## config.mk

```make
export PLATFORM = sky130hd
export DESIGN_NAME = fx_alu_mc
export DESIGN_NICKNAME = d
export VERILOG_FILES = /design/src/rtl/fx_alu_pkg.sv /design/src/rtl/fx_mul_rnd_sat.sv /design/src/rtl/fx_alu_mc.sv
export SDC_FILE = /design/constraint.sdc
export NUM_CORES = 1
export LEC_CHECK = 0
export CAP_MARGIN = 20
export CORE_ASPECT_RATIO = 1.4
export CORE_MARGIN = 5
export CORE_UTILIZATION = 40
export CTS_BUF_LIST = sky130_fd_sc_hd__clkbuf_4 sky130_fd_sc_hd__clkbuf_8 sky130_fd_sc_hd__clkbuf_16
export DETAILED_ROUTE_END_ITERATION = 16
export PLACE_DENSITY_LB_ADDON = 0.25
export SYNTH_ARGS = -nofsm -noshare
export SYNTH_HDL_FRONTEND = slang
export SYNTH_SLANG_ARGS = --single-unit
```

## constraint.sdc

```tcl
create_clock -name i_clk -period 10.6 [get_ports i_clk]
set_clock_uncertainty 0.05 [all_clocks]
set_input_delay 3.18 -clock i_clk [delete_from_list [all_inputs] [get_ports i_clk]]
set_output_delay 3.18 -clock i_clk [all_outputs]
set_load 0.05 [all_outputs]
```

## src/rtl/fx_alu_pkg.sv

```systemverilog
// Shared definitions for the fx_alu_mc multi-cycle fixed-point ALU.
// Latency: n/a (opcodes, FSM state encoding and Q-format constant helpers only).
// Backpressure: n/a.
package fx_alu_pkg;

  // Opcodes, compared against the zero-extended instruction field.
  localparam int unsigned OP_ADD  = 0;
  localparam int unsigned OP_SUB  = 1;
  localparam int unsigned OP_MUL  = 2;
  localparam int unsigned OP_MAC  = 3;
  localparam int unsigned OP_GELU = 4;
  localparam int unsigned OP_CLR  = 5;
  localparam int unsigned OP_MAX  = 6;
  localparam int unsigned OP_MIN  = 7;
  localparam int unsigned OP_RELU = 8;

  // EXEC doubles as GELU stage G0, so only G1..G7 need their own states.
  typedef enum logic [3:0] {
    ST_IDLE = 4'd0,
    ST_EXEC = 4'd1,
    ST_MAC2 = 4'd2,
    ST_G1   = 4'd3,
    ST_G2   = 4'd4,
    ST_G3   = 4'd5,
    ST_G4   = 4'd6,
    ST_G5   = 4'd7,
    ST_G6   = 4'd8,
    ST_G7   = 4'd9,
    ST_DONE = 4'd10
  } state_e;

  // GELU constants held as round(c * 2^20), rescaled to the target fraction width.
  localparam int GELU_C20 = 46887;   // 0.044715
  localparam int GELU_K20 = 836643;  // 0.7978846 (sqrt(2/pi))

  // Rescale a Q.20 constant to Q.frac_w, rounding half up when narrowing.
  function automatic int q_const(input int c20, input int frac_w);
    int r;
    if (frac_w >= 20) r = c20 <<< (frac_w - 20);
    else              r = (c20 + (1 <<< (19 - frac_w))) >>> (20 - frac_w);
    return r;
  endfunction

endpackage

```

## src/rtl/fx_mul_rnd_sat.sv

```systemverilog
// Signed fixed-point multiply: full product, round at bit FRAC_W, shift, saturate.
// Latency: combinational. Backpressure: none.
// Ports: i_a, i_b signed Q operands; o_p saturated Q product.
module fx_mul_rnd_sat #(
  parameter int DATA_W     = 16,
  parameter int FRAC_W     = 10,
  parameter int ROUND_MODE = 0
) (
  input  logic signed [DATA_W-1:0] i_a,
  input  logic signed [DATA_W-1:0] i_b,
  output logic signed [DATA_W-1:0] o_p
);

  localparam int PW = 2 * DATA_W;
  localparam logic signed [PW:0] P_MAX = {{(PW-DATA_W+2){1'b0}}, {(DATA_W-1){1'b1}}};
  localparam logic signed [PW:0] P_MIN = {{(PW-DATA_W+2){1'b1}}, {(DATA_W-1){1'b0}}};

  logic signed [PW-1:0] prod;
  logic signed [PW:0]   shifted;
  logic signed [PW:0]   rounded;
  logic                 round_up;

  always_comb begin
    prod    = i_a * i_b;
    // Floor shift; rounding is applied as a +1 correction from the dropped bits.
    shifted = $signed({prod[PW-1], prod}) >>> FRAC_W;
    if (ROUND_MODE == 0) begin
      round_up = prod[FRAC_W-1];
    end else begin
      // Exact half rounds only when the kept value is odd.
      round_up = prod[FRAC_W-1] & ((|prod[FRAC_W-2:0]) | shifted[0]);
    end
    rounded = shifted + $signed({{PW{1'b0}}, round_up});
    if (rounded > P_MAX)      o_p = P_MAX[DATA_W-1:0];
    else if (rounded < P_MIN) o_p = P_MIN[DATA_W-1:0];
    else                      o_p = rounded[DATA_W-1:0];
  end

endmodule

```

## src/rtl/fx_alu_mc.sv

```systemverilog
// Multi-cycle saturating Q(INT_W).(FRAC_W) ALU with MAC accumulator and shared-multiplier GELU.
// Latency: 2 edges single-step/illegal, 3 MAC, 9 GELU (accept edge to edge sampling o_valid).
// Backpressure: o_busy high while not IDLE; i_valid during busy is dropped, not queued.
// Ports: i_clk, i_rst_n (async low); i_valid/i_inst/i_data_a/i_data_b command;
//        o_busy, o_valid (1-cycle), o_err (illegal opcode), o_data (held between results).
module fx_alu_mc
  import fx_alu_pkg::*;
#(
  parameter int INT_W      = 6,
  parameter int FRAC_W     = 10,
  parameter int INST_W     = 4,
  parameter int ROUND_MODE = 0,
  parameter int DATA_W     = INT_W + FRAC_W
) (
  input  logic              i_clk,
  input  logic              i_rst_n,
  input  logic              i_valid,
  input  logic [INST_W-1:0] i_inst,
  input  logic [DATA_W-1:0] i_data_a,
  input  logic [DATA_W-1:0] i_data_b,
  output logic              o_busy,
  output logic              o_valid,
  output logic              o_err,
  output logic [DATA_W-1:0] o_data
);

  localparam logic signed [DATA_W-1:0] SAT_MAX = {1'b0, {(DATA_W-1){1'b1}}};
  localparam logic signed [DATA_W-1:0] SAT_MIN = {1'b1, {(DATA_W-1){1'b0}}};
  localparam logic signed [DATA_W-1:0] Q_ONE   = DATA_W'(1 << FRAC_W);
  localparam logic signed [DATA_W-1:0] Q_HALF  = Q_ONE >>> 1;
  localparam logic signed [DATA_W-1:0] Q_QTR   = Q_ONE >>> 2;
  localparam logic signed [DATA_W-1:0] Q_1P5   = Q_ONE + Q_HALF;
  localparam logic signed [DATA_W-1:0] Q_M1    = -Q_ONE;
  localparam logic signed [DATA_W-1:0] Q_MHALF = -Q_HALF;
  localparam logic signed [DATA_W-1:0] Q_M1P5  = -Q_1P5;
  localparam logic signed [DATA_W-1:0] Q_C     = DATA_W'(q_const(GELU_C20, FRAC_W));
  localparam logic signed [DATA_W-1:0] Q_K     = DATA_W'(q_const(GELU_K20, FRAC_W));

  state_e                    state_q, state_d;
  logic [INST_W-1:0]         inst_q, inst_d;
  logic signed [DATA_W-1:0]  a_q, a_d, b_q, b_d, t_q, t_d, u_q, u_d;
  logic signed [DATA_W-1:0]  acc_q, acc_d, data_q, data_d;
  logic                      busy_q, busy_d, valid_q, valid_d, err_q, err_d;

  logic [31:0]               op;
  logic signed [DATA_W-1:0]  mul_a, mul_b, mul_y;
  logic signed [DATA_W-1:0]  add_a, add_b, add_y, tanh_y;
  logic                      add_sub, add_ovf;
  logic [DATA_W-1:0]         add_b_eff, add_sum;

  assign op = 32'(inst_q);

  fx_mul_rnd_sat #(.DATA_W(DATA_W), .FRAC_W(FRAC_W), .ROUND_MODE(ROUND_MODE)) u_mul (
    .i_a (mul_a),
    .i_b (mul_b),
    .o_p (mul_y)
  );

  // Operand steering for the one multiplier and one adder.
  always_comb begin
    mul_a   = a_q;
    mul_b   = b_q;
    add_a   = a_q;
    add_b   = b_q;
    add_sub = 1'b0;
    case (state_q)
      ST_EXEC: begin
        if (op == OP_GELU) mul_b = a_q;  // G0: x*x
        add_sub = (op == OP_SUB);
      end
      ST_MAC2: begin add_a = acc_q; add_b = t_q;   end
      ST_G1:   begin mul_a = t_q;   mul_b = Q_C;   end
      ST_G2:   begin add_a = t_q;   add_b = Q_ONE; end
      ST_G3:   begin mul_a = a_q;   mul_b = Q_K;   end
      ST_G4:   begin mul_a = t_q;   mul_b = u_q;   end
      ST_G6:   begin add_a = t_q;   add_b = Q_ONE; end
      ST_G7:   begin mul_a = t_q;   mul_b = a_q >>> 1; end
      default: ;
    endcase
  end

  // Saturating add/sub: subtract is a + ~b + 1; overflow when the addends share
  // a sign that the sum does not.
  always_comb begin
    add_b_eff = add_sub ? ~add_b : add_b;
    add_sum   = add_a + add_b_eff + {{(DATA_W-1){1'b0}}, add_sub};
    add_ovf   = (add_a[DATA_W-1] == add_b_eff[DATA_W-1]) && (add_sum[DATA_W-1] != add_a[DATA_W-1]);
    add_y     = add_ovf ? (add_a[DATA_W-1] ? SAT_MIN : SAT_MAX) : $signed(add_sum);
  end

  // Piecewise-linear tanh; halving is an arithmetic (floor) shift.
  always_comb begin
    if (t_q <= Q_M1P5)       tanh_y = Q_M1;
    else if (t_q <= Q_MHALF) tanh_y = (t_q >>> 1) - Q_QTR;
    else if (t_q <= Q_HALF)  tanh_y = t_q;
    else if (t_q <= Q_1P5)   tanh_y = (t_q >>> 1) + Q_QTR;
    else                     tanh_y = Q_ONE;
  end

  always_comb begin
    state_d = state_q;
    inst_d  = inst_q;
    a_d     = a_q;
    b_d     = b_q;
    t_d     = t_q;
    u_d     = u_q;
    acc_d   = acc_q;
    data_d  = data_q;
    err_d   = 1'b0;
    case (state_q)
      ST_IDLE: begin
        if (i_valid) begin
          state_d = ST_EXEC;
          inst_d  = i_inst;
          a_d     = i_data_a;
          b_d     = i_data_b;
        end
      end
      ST_EXEC: begin
        state_d = ST_DONE;
        case (op)
          OP_ADD, OP_SUB: data_d = add_y;
          OP_MUL:         data_d = mul_y;
          OP_MAC:         begin t_d = mul_y; state_d = ST_MAC2; end
          OP_GELU:        begin t_d = mul_y; state_d = ST_G1;   end
          OP_CLR:         begin acc_d = '0; data_d = '0; end
          OP_MAX:         data_d = (a_q > b_q) ? a_q : b_q;
          OP_MIN:         data_d = (a_q < b_q) ? a_q : b_q;
          OP_RELU:        data_d = a_q[DATA_W-1] ? '0 : a_q;
          default:        err_d  = 1'b1;
        endcase
      end
      ST_MAC2: begin acc_d = add_y; data_d = add_y; state_d = ST_DONE; end
      ST_G1:   begin t_d = mul_y;  state_d = ST_G2;   end
      ST_G2:   begin u_d = add_y;  state_d = ST_G3;   end
      ST_G3:   begin t_d = mul_y;  state_d = ST_G4;   end
      ST_G4:   begin t_d = mul_y;  state_d = ST_G5;   end
      ST_G5:   begin t_d = tanh_y; state_d = ST_G6;   end
      ST_G6:   begin t_d = add_y;  state_d = ST_G7;   end
      ST_G7:   begin data_d = mul_y; state_d = ST_DONE; end
      default: state_d = ST_IDLE;
    endcase
    // Status flags are registered from the next state so they line up with it.
    busy_d  = (state_d != ST_IDLE);
    valid_d = (state_d == ST_DONE);
  end

  always_ff @(posedge i_clk or negedge i_rst_n) begin
    if (!i_rst_n) begin
      state_q <= ST_IDLE;
      inst_q  <= '0;
      a_q     <= '0;
      b_q     <= '0;
      t_q     <= '0;
      u_q     <= '0;
      acc_q   <= '0;
      data_q  <= '0;
      busy_q  <= 1'b0;
      valid_q <= 1'b0;
      err_q   <= 1'b0;
    end else begin
      state_q <= state_d;
      inst_q  <= inst_d;
      a_q     <= a_d;
      b_q     <= b_d;
      t_q     <= t_d;
      u_q     <= u_d;
      acc_q   <= acc_d;
      data_q  <= data_d;
      busy_q  <= busy_d;
      valid_q <= valid_d;
      err_q   <= err_d;
    end
  end

  assign o_busy  = busy_q;
  assign o_valid = valid_q;
  assign o_err   = err_q;
  assign o_data  = data_q;

endmodule

```

Yosys cells after proc, flatten, opt, wreduce, memory -nomap -nowiden:

Index checks and enable logic that the tools add are counted.

* bitwise gates (word level): 1
* magnitude comparators: 8
* eq/ne operators: 24
* muxes and demuxes: 29
* reduce and logical (&&, ||, !) cells: 18
* $mul: 1
* divide/modulo/power cells: 0
* shift operators: 0
* add/sub/neg operators: 5

Operator list (count)
* $mux 16: 15
* $pmux 16 s2: 3
* $pmux 16 s6: 1
* $pmux 16 s5: 1
* $pmux 16 s4: 1
* $pmux 16 s3: 1
* $pmux 4 s9: 1
* $gt 33x16->1 const B: 1
* $lt 33x16->1 const B: 1
* $eq 4x3->1 const B: 8
* $le 16x12->1 const B: 2
* $logic_not 32->1: 1
* $mul 16x16->32: 1
* $add 22x2->23: 1
* $add 15x10->16 const B: 1
* $add 16x1->16: 1
* $add 16x16->16: 1
* $eq 4x2->1 const B: 4
* $eq 4x4->1 const B: 4
* $gt 16x16->1: 1
* $le 16x10->1 const B: 1
* $le 16x11->1 const B: 1
* $lt 16x16->1: 1
* $not 16->16: 1
* other kinds (21): 32

* output and inout port bits: 19
* bits in read-only memories: 0
* memories kept: 0
* input bits: 39
* bits in registers: 107
* bits in latches: 0
* memory bits (writable): 0
* word-level logic and storage cells: 97

Depth between registers and ports, before layout:

* word-level depth: 12
* mapped depth: 40
* depth with buffers taken out: 33

Cells and area by module:

Synthesis repeated with hierarchy kept, for this count alone.

* cell total of the unflattened synthesis: 2181
* area, all modules: 19064.5 um^2

By module, submodules not included
* fx_mul_rnd_sat: cells each 1254, area each 11035.6 um^2, instances 1, seq. area each 0.0 um^2
* fx_alu_mc: cells each 927, area each 8029.0 um^2, instances 1, seq. area each 2677.6 um^2

Worst setup path before layout:

OpenSTA, ideal clock, no wires.

* path type: register to register
* start point: register state_q[1]
* end point: register t_q[14]
* buffers on the path: 5
* stages on the path, launching flop included: 33
* arrival: 9.406 ns
* slack: 1.023 ns
* required time: 10.429 ns
* period minus slack after synthesis: 9.577 ns
* library setup time: 0.121 ns
* cell sequence: dfrtp_1 -> buf_2 -> or4b_4 -> a21o_1 -> nand2_1 -> clkbuf_1 -> a221o_1 -> clkbuf_1 -> nand2_1 -> fa_1 -> fa_1 -> inv_1 -> fa_1 -> fa_1 -> fa_1 -> fa_1 -> ha_1 -> clkbuf_1 -> a21o_1 -> a2111oi_0 -> a32oi_1 -> a2111oi_0 -> o21ai_0 -> a311o_1 -> a32oi_1 -> nand3_1 -> or2_1 -> a211o_1 -> a21oi_1 -> a21boi_2 -> buf_2 -> a21o_1 -> o22a_1

* cells in the longest elaborated chain, start to end: 11
* elaborated cells on any way between the ends: 38
* classes of those cells: add/sub (3); mul (1); order compare (2); eq/ne (13); mux (12); bitwise (1); reduce/logical (6)

Ends and longest elaborated chain
* start: declaration: RTL line fx_alu_mc.sv:39 `state_e state_q, state_d;`
* start signal: assignment: RTL line fx_alu_mc.sv:162 `state_q <= state_d;`
* parallel branches: the longest is 11 deep, another holds $lt 33x16->1
* end signal: assignment: RTL line fx_alu_mc.sv:166 `t_q <= t_d;`
* end: declaration: RTL line fx_alu_mc.sv:41 `logic signed [DATA_W-1:0] a_q, a_d, b_q, b_d, t_q, t_d, u_q, u_d;`

Parallel ways; which one is timed is not known. The select of a mux whose other input is x is not followed.
A chain may end at the register's enable or synchronous reset.

Final worst setup path:

* start point: register state_q[1]
* end point: register t_q[3]

The elaborated chain is that of the path after synthesis.

==> flow_summary_export.csv <==
group,metric,value,unit
placement,hpwl,56890,um
job,maxCapViolCount,0,
timing,tns,0,ns
logic_synthesis,async_flop_share,100.0,%
logic_synthesis,synth_top_area_cell,"fa_1",
route,vias,16880,
timing,fin_crit,10.00,ns
timing,relSlewSlack,23.38,%
logic_synthesis,syn_inst,2183,
clock_network,cts-htree-levels,3,
logic_synthesis,synth-xor-area-share,3.218,%
route,drtIter0Drc,1377,
worst_hold_path,worstHoldPathType,"flip-flop to flip-flop",
clock_network,clockBufferDepth,2,
route,vias_per_cell,5.927,
clock_network,cts_root_buf,"clkbuf_16",
logic_synthesis,yosysSeqAreaShare,14.29,%
setup_path,crit_top_cell,"fa_1",
global_route,grtUsageMet3,3.159,%
timing,setup_violations,0,
global_route,met1_usage,30.62,%
route,wl_per_cell,24.77,um
die,io_pins,58,
logic_synthesis,netlist_top_cells_count,"315 x inv_1, 263 x fa_1, 249 x nand2_1",
logic_synthesis,yosys.area_share.simple,16.54,%
route,drc_errors,0,
setup_path,crit_path_end_kind,"flip-flop",
placement,port-buffer-count,57,
clock_network,numCtsBuffers,9,
finish,drive_gt1_share,9.173,%
timing,fin_crit_sh,94.39,%
die,std_cell_rows,94,
placement,post-place-ws,0.3113,ns
setup_path,reg2regPathDepth,33,
timing,timing.final.hold_violations,0,
finish,num_antenna_cells,0,
logic_synthesis,synth_seq_cells,107,
timing,drv_slew,0,
logic_synthesis,synth_edf_count,0,
timing,fin_ws,0.5951,ns
setup_path,slowest_stage,"fa_1",
logic_synthesis,synth.most_common_cell,"inv_1",
global_route,antenna_found_initial,0,
setup_path,crit_arrival,10.23,ns
route,first_pass_iters,7,
global_route,grt_max_degree,62,
global_route,grt_use_total,27.92,%
global_route,grt_use_met2,48.79,%
setup_path,required,10.83,ns
setup_path,start_kind,"flip-flop",
setup_path,criticalPathCategory,"flip-flop to flip-flop",
die,coreArea,46690,um2
logic_synthesis,syn_nets,2599,
logic_synthesis,yosys_warnings,0,
logic_synthesis,synth_mux_area_share,4.266,%
global_route,busiest_layer,"met2",
clock_network,clk-insertion-delay-late,0.38,ns
clock_network,tritoncts,"yes",
route,ant_nets,0,
route,route.final.wire_length,70560,um
placement,place_congestion,1.010,
finish,syn_to_final_growth,10.41,%
logic_synthesis,netlist.area_leader.share,28.09,%
timing,tightest_slew,1.137,ns
die,die_y,266.1,um
global_route,grt-ovfl-total,0,
global_route,grt_pass1_vias,17860,
die,die_area,51350,um2
setup_path,cpPeakStageDelay,0.55,ns
die,die_x,192.9,um
logic_synthesis,synth_compound_area_share,17.38,%
logic_synthesis,synth_top_family_by_area,"adder cells",
worst_hold_path,whs_path_depth,2,
clock_network,cts_sinks,107,
die,start_util,40.14,%
timing,fmax,99.95,MHz
finish,nNetsFinal,2635,
logic_synthesis,ys.flop_type,"dfrtp_1",
global_route,grt_pass1_wl,107800,um
logic_synthesis,ys_types,93,
logic_synthesis,synthAdderAreaFrac,35.75,%
clock_network,clk_pin_slew,0.09,ns
setup_path,path_max_fanout,26,
logic_synthesis,avgSynthCellArea,8.586,um2
logic_synthesis,synth_area,18740,um2
logic_synthesis,synthTopCellsByArea,"fa_1 28%, dfrtp_1 14%, ha_1 7.6%, inv_1 6.3%, nand2_1 5.0%",
status,status,"finished, final reports clean",
==> logic make-up after synthesis <==
logic type,after synthesis
AOI/OAI and AO/OA,459
adders and majority gates,378
buffers and inverters,419
DFF,107
and+or+nand+nor,679
xor gates and xnor gates,68
muxes,73
==> path summary, 6_finish.rpt <==
| check | from | endpoint | slack [ns] |
|---|---|---|---|
| min in group asynchronous | i_rst_n | o_data[8] | 2.78 |
| setup / recovery | state_q[1] | t_q[3] | 0.60 |
| hold reg to reg | acc_q[11] | acc_q[11] | 0.44 |
| hold / removal | acc_q[11] | acc_q[11] | 0.44 |
| setup reg to reg | state_q[1] | t_q[3] | 0.60 |
| max in group asynchronous | i_rst_n | b_q[15] | 6.40 |
==> flip-flops by register name (all words and copies together), names as in the netlist <==
name,count
state_q,4
u_q,16
o_data,16
t_q,16
acc_q,16
b_q,16
o_valid,1
o_busy,1
a_q,16
inst_q,4
o_err,1
==> layout by cell type (no fill, tap or decap), drive strengths merged, types with 22 or more instances in the layout <==
master,n
fa,263
ha,114
dfrtp,107
buf,73
a31oi,23
nand3,28
and2,24
a21oi,83
xnor2,34
nand2,250
inv,315
nand2b,22
o21a,26
mux2,55
xor2,34
o21ai,87
a22oi,37
a21o,29
nor3,31
nor2,224
clkdlybuf4s50,56
==> layer usage <==
layer,share of wire (%),vias to the layer above
li1,-,7375
met1,34,8452
met2,50,784
met3,6.3,269
met4,9.7,0
met5,0,-
==> layout make-up <==
type,count,area (um2)
Clock buffer,10,239.0
Clock inverter,6,88.84
Fill cell,4665,26000
Inverter,315,1182
Multi-Input combinational cell,1657,14610
Sequential cell,107,2678
Tap cell,624,780.7
Timing Repair Buffer,129,1116
==> worst max-delay path: cells and delay by family, from the launching register on <==
family	cells	cell delay [ns]
compound gates	9	2.03
xor+xnor	1	0.31
fa+ha+maj	7	3.42
buf+inv	8	1.50
flops	1	0.40
mux	1	0.44
simple gates	7	1.71
==> metrics by stage <==
| step | hold WS (ns) | cell area (um2) | std cells | utilization, % |
|---|---|---|---|---|
| after floorplan | 0.3964 | 18740 | 2183 | - |
| after global placement | 0.4138 | 20260 | 2831 | 43.39 |
| after detailed placement | 0.4201 | 20270 | 2832 | 43.41 |
| after CTS | 0.4370 | 20600 | 2848 | 44.11 |
| after global routing | 0.4623 | 20690 | 2848 | 44.32 |
| final | 0.4382 | 20690 | 2848 | 44.32 |
==> timing repair <==
item	4_1_cts	5_1_grt
resized for setup	0	28
buffers inserted	0	0
hold buffers	0	0
endpoints found under the setup margin	0	30
Power is left out: the tool's default activity adds up to more than one toggle a clock period on the data nets, which glitch-free logic cannot reach.
